===== config.mk =====
export PLATFORM = sky130hd
export DESIGN_NAME = alu_issue_queue
export DESIGN_NICKNAME = d
export VERILOG_FILES = /design/src/rtl/alu_issue_queue_pkg.sv /design/src/rtl/alu_iq_entry_wakeup.sv /design/src/rtl/alu_issue_queue.sv
export SDC_FILE = /design/constraint.sdc
export NUM_CORES = 2
export LEC_CHECK = 0
export CAP_MARGIN = 15
export CORE_UTILIZATION = 45
export CTS_CLUSTER_DIAMETER = 60
export DETAILED_ROUTE_END_ITERATION = 12
export GPL_ROUTABILITY_DRIVEN = 0
export MAX_ROUTING_LAYER = met4
export SLEW_MARGIN = 30
export SYNTH_ARGS = -nofsm -noshare
export SYNTH_HDL_FRONTEND = slang
export SYNTH_SLANG_ARGS = --single-unit

===== constraint.sdc =====
create_clock -name clk -period 14.1 [get_ports clk]
set_input_delay 2.82 -clock clk [delete_from_list [all_inputs] [get_ports clk]]
set_output_delay 2.82 -clock clk [all_outputs]
set_load 0.01 [all_outputs]

===== src/rtl/alu_issue_queue_pkg.sv =====
// Shared definitions for the ALU issue queue.
//   - ALU function-code constants (passed through unchecked by the queue).
//   - iq_entry_t: one queued op. Tags are stored at TagWMax bits and zero-extended
//     from the instance TAG_W, so the record type does not depend on a parameter.
package alu_issue_queue_pkg;

  // Widest physical tag an instance may use (TAG_W <= TagWMax).
  localparam int unsigned TagWMax = 16;

  localparam logic [5:0] arithAdd  = 6'd1;
  localparam logic [5:0] arithSub  = 6'd2;
  localparam logic [5:0] arithShra = 6'd3;
  localparam logic [5:0] logicAnd  = 6'd4;
  localparam logic [5:0] logicOr   = 6'd5;
  localparam logic [5:0] logicShl  = 6'd6;
  localparam logic [5:0] logicShrl = 6'd7;
  localparam logic [5:0] logicXor  = 6'd8;

  typedef struct packed {
    logic [5:0]                    func;
    logic [4:0]                    c0;
    logic [TagWMax-1:0]            destTag;
    logic [1:0]                    srcReady;
    logic [1:0][TagWMax-1:0]       srcTag;
    logic [1:0][31:0]              srcData;
  } iq_entry_t;

endpackage


===== src/rtl/alu_iq_entry_wakeup.sv =====
// Per-entry wakeup: compares each not-yet-ready source tag against the result
// broadcast and, on a hit, captures the broadcast value and marks the source ready.
// Ports:
//   entry_cur  current contents of the entry
//   res_valid  result broadcast valid
//   res_tag    broadcast tag, zero-extended to TagWMax
//   res_data   broadcast value
//   entry_nxt  entry with any wakeup applied
module alu_iq_entry_wakeup
  import alu_issue_queue_pkg::*;
(
  input  iq_entry_t          entry_cur,
  input  logic               res_valid,
  input  logic [TagWMax-1:0] res_tag,
  input  logic [31:0]        res_data,
  output iq_entry_t          entry_nxt
);

  always_comb begin
    entry_nxt = entry_cur;
    for (int s = 0; s < 2; s++) begin
      if (res_valid && !entry_cur.srcReady[s] && (entry_cur.srcTag[s] == res_tag)) begin
        entry_nxt.srcReady[s] = 1'b1;
        entry_nxt.srcData[s]  = res_data;
      end
    end
  end

endmodule


===== src/rtl/alu_issue_queue.sv =====
// Age-ordered (compacting) ALU issue queue with tag wakeup and a registered issue
// stage. Entry 0 is the oldest; inserts append at position count, and an issued
// entry is removed with all younger entries shifting down one.
//
// Ports:
//   clk, reset (sync, active-high), en (global enable; reset overrides it)
//   inValid/inReady, inFunc, inC0, inDestTag, inSrcReady, inSrcTag, inSrcData : insert
//     (source 0 occupies the low slice of inSrcTag/inSrcData)
//   resValid, resTag, resData : result broadcast for wakeup
//   allow : ALU accepts the issue register at this edge
//   flush : drop all queued ops and the pending issue
//   issueValid, funcSelect, dataIn0, dataIn1, c0, issueTag : registered ALU op
//
// Build option: define ALU_IQ_BYPASS_EN to let select see a same-edge broadcast
// as ready and forward resData straight into the issue register.
module alu_issue_queue
  import alu_issue_queue_pkg::*;
#(
  parameter int unsigned DEPTH = 4,
  parameter int unsigned TAG_W = 6
) (
  input  logic               clk,
  input  logic               reset,
  input  logic               en,
  input  logic               inValid,
  output logic               inReady,
  input  logic [5:0]         inFunc,
  input  logic [4:0]         inC0,
  input  logic [TAG_W-1:0]   inDestTag,
  input  logic [1:0]         inSrcReady,
  input  logic [2*TAG_W-1:0] inSrcTag,
  input  logic [63:0]        inSrcData,
  input  logic               resValid,
  input  logic [TAG_W-1:0]   resTag,
  input  logic [31:0]        resData,
  input  logic               allow,
  input  logic               flush,
  output logic               issueValid,
  output logic [5:0]         funcSelect,
  output logic [31:0]        dataIn0,
  output logic [31:0]        dataIn1,
  output logic [4:0]         c0,
  output logic [TAG_W-1:0]   issueTag
);

  localparam int unsigned CntW = $clog2(DEPTH + 1);

`ifdef ALU_IQ_BYPASS_EN
  localparam bit Bypass = 1'b1;
`else
  localparam bit Bypass = 1'b0;
`endif

  iq_entry_t          entries_q [DEPTH];
  iq_entry_t          entries_d [DEPTH];
  iq_entry_t          woken     [DEPTH];
  iq_entry_t          new_entry;
  logic [CntW-1:0]    count_q, count_d;
  logic [TagWMax-1:0] res_tag_ext;

  logic               issue_valid_q, issue_valid_d;
  logic [5:0]         func_q, func_d;
  logic [31:0]        data0_q, data0_d;
  logic [31:0]        data1_q, data1_d;
  logic [4:0]         c0_q, c0_d;
  logic [TAG_W-1:0]   tag_q, tag_d;

  logic [DEPTH-1:0]   eligible;
  logic               sel_found;
  int                 sel_idx;
  int                 ins_pos;
  logic               do_ins, do_iss;

  assign res_tag_ext = TagWMax'(resTag);
  assign inReady     = (count_q < CntW'(DEPTH));
  assign do_ins      = inValid && inReady;
  assign do_iss      = allow && sel_found;

  for (genvar g = 0; g < DEPTH; g++) begin : g_wakeup
    alu_iq_entry_wakeup u_wakeup (
      .entry_cur (entries_q[g]),
      .res_valid (resValid),
      .res_tag   (res_tag_ext),
      .res_data  (resData),
      .entry_nxt (woken[g])
    );
  end

  // The incoming op sees the same broadcast so a wakeup on its insert edge is not lost.
  always_comb begin
    new_entry          = '0;
    new_entry.func     = inFunc;
    new_entry.c0       = inC0;
    new_entry.destTag  = TagWMax'(inDestTag);
    for (int s = 0; s < 2; s++) begin
      new_entry.srcReady[s] = inSrcReady[s];
      new_entry.srcTag[s]   = TagWMax'(inSrcTag[s*TAG_W +: TAG_W]);
      new_entry.srcData[s]  = inSrcData[s*32 +: 32];
      if (resValid && !inSrcReady[s] && (new_entry.srcTag[s] == res_tag_ext)) begin
        new_entry.srcReady[s] = 1'b1;
        new_entry.srcData[s]  = resData;
      end
    end
  end

  // Oldest eligible entry. With bypass, readiness includes this edge's broadcast;
  // without it, only flags already captured in the entry count.
  always_comb begin
    eligible  = '0;
    sel_found = 1'b0;
    sel_idx   = 0;
    for (int i = 0; i < DEPTH; i++) begin
      eligible[i] = (i < int'(count_q)) &&
                    (Bypass ? (&woken[i].srcReady) : (&entries_q[i].srcReady));
    end
    for (int i = DEPTH - 1; i >= 0; i--) begin
      if (eligible[i]) begin
        sel_found = 1'b1;
        sel_idx   = i;
      end
    end
  end

  always_comb begin
    for (int i = 0; i < DEPTH; i++) begin
      entries_d[i] = woken[i];
    end
    count_d       = count_q;
    issue_valid_d = issue_valid_q;
    func_d        = func_q;
    data0_d       = data0_q;
    data1_d       = data1_q;
    c0_d          = c0_q;
    tag_d         = tag_q;
    ins_pos       = int'(count_q);

    if (allow) begin
      issue_valid_d = sel_found;
      for (int i = 0; i < DEPTH; i++) begin
        if (sel_found && (i == sel_idx)) begin
          func_d  = woken[i].func;
          c0_d    = woken[i].c0;
          tag_d   = woken[i].destTag[TAG_W-1:0];
          data0_d = woken[i].srcData[0];
          data1_d = woken[i].srcData[1];
        end
      end
    end

    if (do_iss) begin
      for (int i = 0; i < DEPTH - 1; i++) begin
        if (i >= sel_idx) begin
          entries_d[i] = woken[i+1];
        end
      end
      ins_pos = int'(count_q) - 1;
    end

    if (do_ins) begin
      for (int i = 0; i < DEPTH; i++) begin
        if (i == ins_pos) begin
          entries_d[i] = new_entry;
        end
      end
    end

    count_d = count_q + CntW'(do_ins) - CntW'(do_iss);
  end

  always_ff @(posedge clk) begin
    if (reset) begin
      count_q       <= '0;
      issue_valid_q <= 1'b0;
      func_q        <= '0;
      data0_q       <= '0;
      data1_q       <= '0;
      c0_q          <= '0;
      tag_q         <= '0;
      for (int i = 0; i < DEPTH; i++) begin
        entries_q[i] <= '0;
      end
    end else if (en) begin
      if (flush) begin
        count_q       <= '0;
        issue_valid_q <= 1'b0;
      end else begin
        count_q       <= count_d;
        issue_valid_q <= issue_valid_d;
        func_q        <= func_d;
        data0_q       <= data0_d;
        data1_q       <= data1_d;
        c0_q          <= c0_d;
        tag_q         <= tag_d;
        for (int i = 0; i < DEPTH; i++) begin
          entries_q[i] <= entries_d[i];
        end
      end
    end
  end

  assign issueValid = issue_valid_q;
  assign funcSelect = func_q;
  assign dataIn0    = data0_q;
  assign dataIn1    = data1_q;
  assign c0         = c0_q;
  assign issueTag   = tag_q;

endmodule


### Yosys cells after proc, flatten, opt, wreduce, memory -nomap -nowiden

Memory sizes are Yosys's and may differ from the RTL's.
Cells that the tools add are included.
W data, S select, Z words.

* $add $sub $neg: 3
* order comparisons: 8
* equality and inequality tests: 16
* mux-type cells: 71
* bitwise gates (word level): 5
* reductions and logical operators: 50

Operators by type and width (number)
* $mux W125: 11
* $mux W32: 22
* $mux W500: 1
* $mux W375: 1
* $eq A16 B6 Y1: 8
* $eq A3 B32 Y1 const A: 4
* $eq A2 B32 Y1 const A: 2
* $logic_not A32 Y1: 2
* $mux W6: 8
* $ge A1 B32 Y1 const A: 1
* $ge A2 B32 Y1 const A: 1
* $ge A3 B32 Y1 const A: 1
* $logic_and A1 B1 Y1: 30
* $mux W1: 22
* $mux W5: 4
* $eq A6 B6 Y1: 2
* $logic_not A1 Y1: 10
* $reduce_and A2 Y1: 5
* $lt A1 B3 Y1 const A: 2
* $lt A2 B3 Y1 const A: 2
* $or A1 B1 Y1: 4
* $reduce_and A4 Y1: 1
* $reduce_bool A4 Y1: 1
* $sub A3 B1 Y4 const B: 1
* 7 further kinds: 7

* bits in registers: 85
* bits in writable memories: 500
* output and inout port bits: 83
* logic and storage cells: 161
* memories kept: 1

Memory list
* entries_q: words 4, width 125, rd ports 4, clocked after Yosys merged registers in 0, wr ports 4, line alu_issue_queue.sv:54 `iq_entry_t entries_q [DEPTH];`

### Depth between registers and ports, before layout

An unclocked memory read counts as a cell.

* word-level depth: 13
* gate-level depth with buffers: 16
* gate-level depth less buffers: 13

### Hierarchy

A second synthesis with hierarchy kept.

* cells, all modules: 3969
* area total of the unflattened synthesis: 38998.7 um^2

By module, submodules not included
* alu_issue_queue: times used 1, cells an instance 3269, area each 32157.1 um^2
* alu_iq_entry_wakeup: times used 4, cells an instance 175, area each 1710.4 um^2

### Worst setup path after synthesis

OpenSTA, ideal clock, no wires.

* path kind: input to register
* from: input reset
* to: memory entries_q[0][0] (netlist bit) (enable)
* library setup time: 3009 ps
* data arrival time: 10011 ps
* required time: 11091 ps
* path slack: 1080 ps
* cell stages on the path: 4
* path through: inv_1 clkbuf_1 buf_1 nand2_1

RTL lines
* from (decl): line alu_issue_queue.sv:23 `input logic reset,`
* to (decl): line alu_issue_queue.sv:54

==> key figures <==
Worst setup path
  • CP Launch Type: input port
  • CP Capture Type: flip-flop
  • Crit path required time: 14.40 ns
  • Critical path class: in -> reg
  • Crit-path cells: clkdlybuf4s50_1 > buf_4 > and2_1 > a32o_1 > a2111oi_2 > o211ai_4 > buf_4 > nand2_4 > buf_4 > o32ai_1
  • Crit path DAT: 6.67 ns
  • Worst-path fanout max: 63
  • Most frequent CP cell: buf_4
  • Crit path max-delay cell type: buf_4
  • RR Startpoint: count_q[1]
  • Reg-to-reg slack, setup: 8.91 ns
  • Reg2reg end: entries_q[2][0]
  • R2R depth: 12
  • CP startpoint: allow
  • CP max stage delay: 0.72 ns

STA
  • Clock skew: 0.03597 ns
  • Setup TNS: 0 ns
  • Final Hold Fails: 0
  • Worst Slack Setup Final: 7.726 ns
  • RSZ-0062 raised after global routing: false
  • Setup violators final: 0
  • Fin crit share: 45.20%
  • Worst relative slew slack: 30.89%
  • Post-layout min period: 6.374 ns
  • Max Slew Vio Count: 0
  • WHS: 0.5287 ns
  • Highest Clock Rate: 156.9 MHz
  • Worst slew pin tran: 1.037 ns

Layout
  • Final core occ: 52.18%
  • # nets final: 3335
  • Area grow syn2layout: 13.86%
  • Post-route insts no fill: 4184
  • Share of post-route cells with drive strength above 1: 13.39%

Clocking
  • Post-CTS Setup Inserts: 0
  • CTS buffer count: 66
  • CTS tree: done
  • CTS clk-pin slew, worst paths: 0.06 ns
  • CTS Buffer Depth: 3
  • Post-CTS Resized: 0
  • # clock sinks: 525
  • CTS Hold Buffers Added: 0
  • Root Buffer Master: clkbuf_16
  • Skew-Pair Late Insertion Delay: 0.61 ns
  • H-tree Lvls: 3

Yosys
  • #FFs+latches synth: 525
  • Post-Syn Area per Cell: 10.15 µm²
  • Async set-reset flop share out of synthesis: 0%
  • Cells after synthesis: 3190
  • Syn nets: 3335
  • Post-synth top flop: edfxtp_1
  • Sequential share of the synthesized area: 46.07%
  • Syn. warnings: 0
  • Synth Cell Area: 32370 µm²
  • Post-synth cell types: 74
  • EDFF count, synth: 440

Placed design
  • Placed cells: 4061
  • Post-DP HPWL: 67570 µm
  • Pre-CTS WS: 7.122 ns
  • I/O Buffers: 222

Pwr
  • Leakage: 12.65 nW
  • Power Density: 105.3 nW/µm²
  • Maximum VDD drop: 0.00007199 V

Routing
  • Per-cell routed wire length: 28.90 µm
  • Initial DRT Pass Iterations: 6
  • Routed wire length: 120900 µm
  • Via density: 6.957
  • Via count: 29108
  • Final ANT Viol Nets: 0
  • DR iter-0 viols: 3663
  • # DRC: 0

Worst hold path
  • Worst hold-check path type: reg -> reg
  • Hold endpoint: issueValid
  • Worst Hold Depth: 2
  • Hold_sp: issueValid

Global route
  • Wire length of the first global-routing pass: 180500 µm
  • Largest net degree at the start of global routing: 81
  • GRT overflow: 0
  • GRT Total Usage: 32.97%
  • Number of global-route vias before repair: 29127
  • Antenna violations before repair: 2

Floorplanning
  • Die width: 270.2 µm
  • Die H: 270.2 µm
  • Core region area: 70640 µm²
  • IO Pins: 223
  • Die Area: 73010 µm²
  • Row count: 97
  • Initial Util: 45.83%

Job
  • Maxcap violations: 0

Run status
  • Outcome: finished clean
==> critical path: cells and delay by family <==
family / cells / cell delay [ns]
AOI/OAI and AO/OA: 4 / 1.29
and+or+nand+nor: 2 / 0.67
buffers and inverters: 4 / 1.75
==> metrics by stage <==
| stage | instance area [µm²] | power, mW |
|---|---|---|
| 2_1_floorplan | 32370 | 2.086 |
| 5_1_grt | 36860 | 3.981 |
| 3_3_place_gp | 34650 | 2.190 |
| 4_1_cts | 36800 | 3.884 |
| 3_5_place_dp | 34690 | 2.203 |
| 6_report | 36860 | 3.879 |
==> layer usage <==
| layer | track usage (%) | share of wire [%] | routed length (µm) |
|---|---|---|---|
| met1 | 41.83 | 40 | 47800 |
| met2 | 51.85 | 46 | 56150 |
| met3 | 5.752 | 10 | 12080 |
| met4 | 13.99 | 4.0 | 4876 |
| met5 | - | 0 | 0 |
==> synthesized netlist by cell type (45+ instances only) <==
master      n  area share, %
mux2i_1   145            4.5
nand2_1   345            4.0
a311oi_1   92            2.5
nand3b_1   65            1.5
nor2_1    235            2.7
o221ai_1   92            2.5
a221oi_1   45            1.2
and2_1     51           0.99
o221ai_2   60            2.8
clkbuf_1  220            2.6
dfxtp_1    85            5.3
edfxtp_1  440             41
o22ai_1    66            1.3
buf_2      49           0.76
o21ai_0   123            1.9
a21oi_1   401            6.2
mux2_2    120            4.2
o32ai_1    64            1.7
a22oi_1    64            1.5
==> power by group <==
group          internal (mW)  switching (mW)  leakage [nW]
registers               1.77          0.0582          5.37
clock network           1.01           0.688          1.03
logic                  0.135           0.220          6.24
total                   2.91           0.966          12.6
==> layout by cell type, fill, tap and decap left out, types with 45 or more instances in the layout <==
cell type and instances:
a21oi_1 399, a221oi_1 45, a22oi_1 64, a311oi_1 92, and2_1 50, buf_4 61
clkbuf_16 71, clkdlybuf4s50_1 222, dfxtp_1 85, edfxtp_1 440, mux2_2 120, mux2i_1 145
nand2_1 335, nand3b_1 65, nor2_1 228, o21ai_0 122, o221ai_1 92, o221ai_2 60
o22ai_1 66, o32ai_1 64
==> worst max path at each step <==
stage / end / cells after the start
floorplan: entries_q[0][0] / 4
global placement: entries_q[3][57] / 5
detailed placement: entries_q[1][54] / 5
CTS: entries_q[0][54] / 5
global route: entries_q[0][4] / 10
finish: entries_q[0][10] / 10
==> kinds of logic after synthesis <==
kind of cell / Yosys count / share of synthesized area [%]
multiplexers: 267 / 8.751
buffers and inverters: 365 / 5.690
flip-flops: 525 / 46.07
AND/OR/NAND/NOR: 808 / 11.40
XOR/XNOR: 62 / 1.678
AO/OA/AOI/OAI: 1158 / 26.19
adder cells (fa/ha/maj): 5 / 0.2165
==> sequential cells by signal, indices dropped and copies added (netlist names) <==
register,cells
c0,5
count_q,3
dataIn0,32
dataIn1,32
entries_q,440
funcSelect,6
issueTag,6
issueValid,1
==> layout make-up <==
class                           count  area, µm²
Fill cell                        6264      33780
Timing Repair Buffer              288       2753
Antenna cell                        2      5.005
Clock inverter                     15      152.6
Inverter                            9      33.78
Sequential cell                   525      14910
Multi-Input combinational cell   2300      15860
Clock buffer                      105       1964
Tap cell                          940       1176
Power figures use the tool's default switching activity.
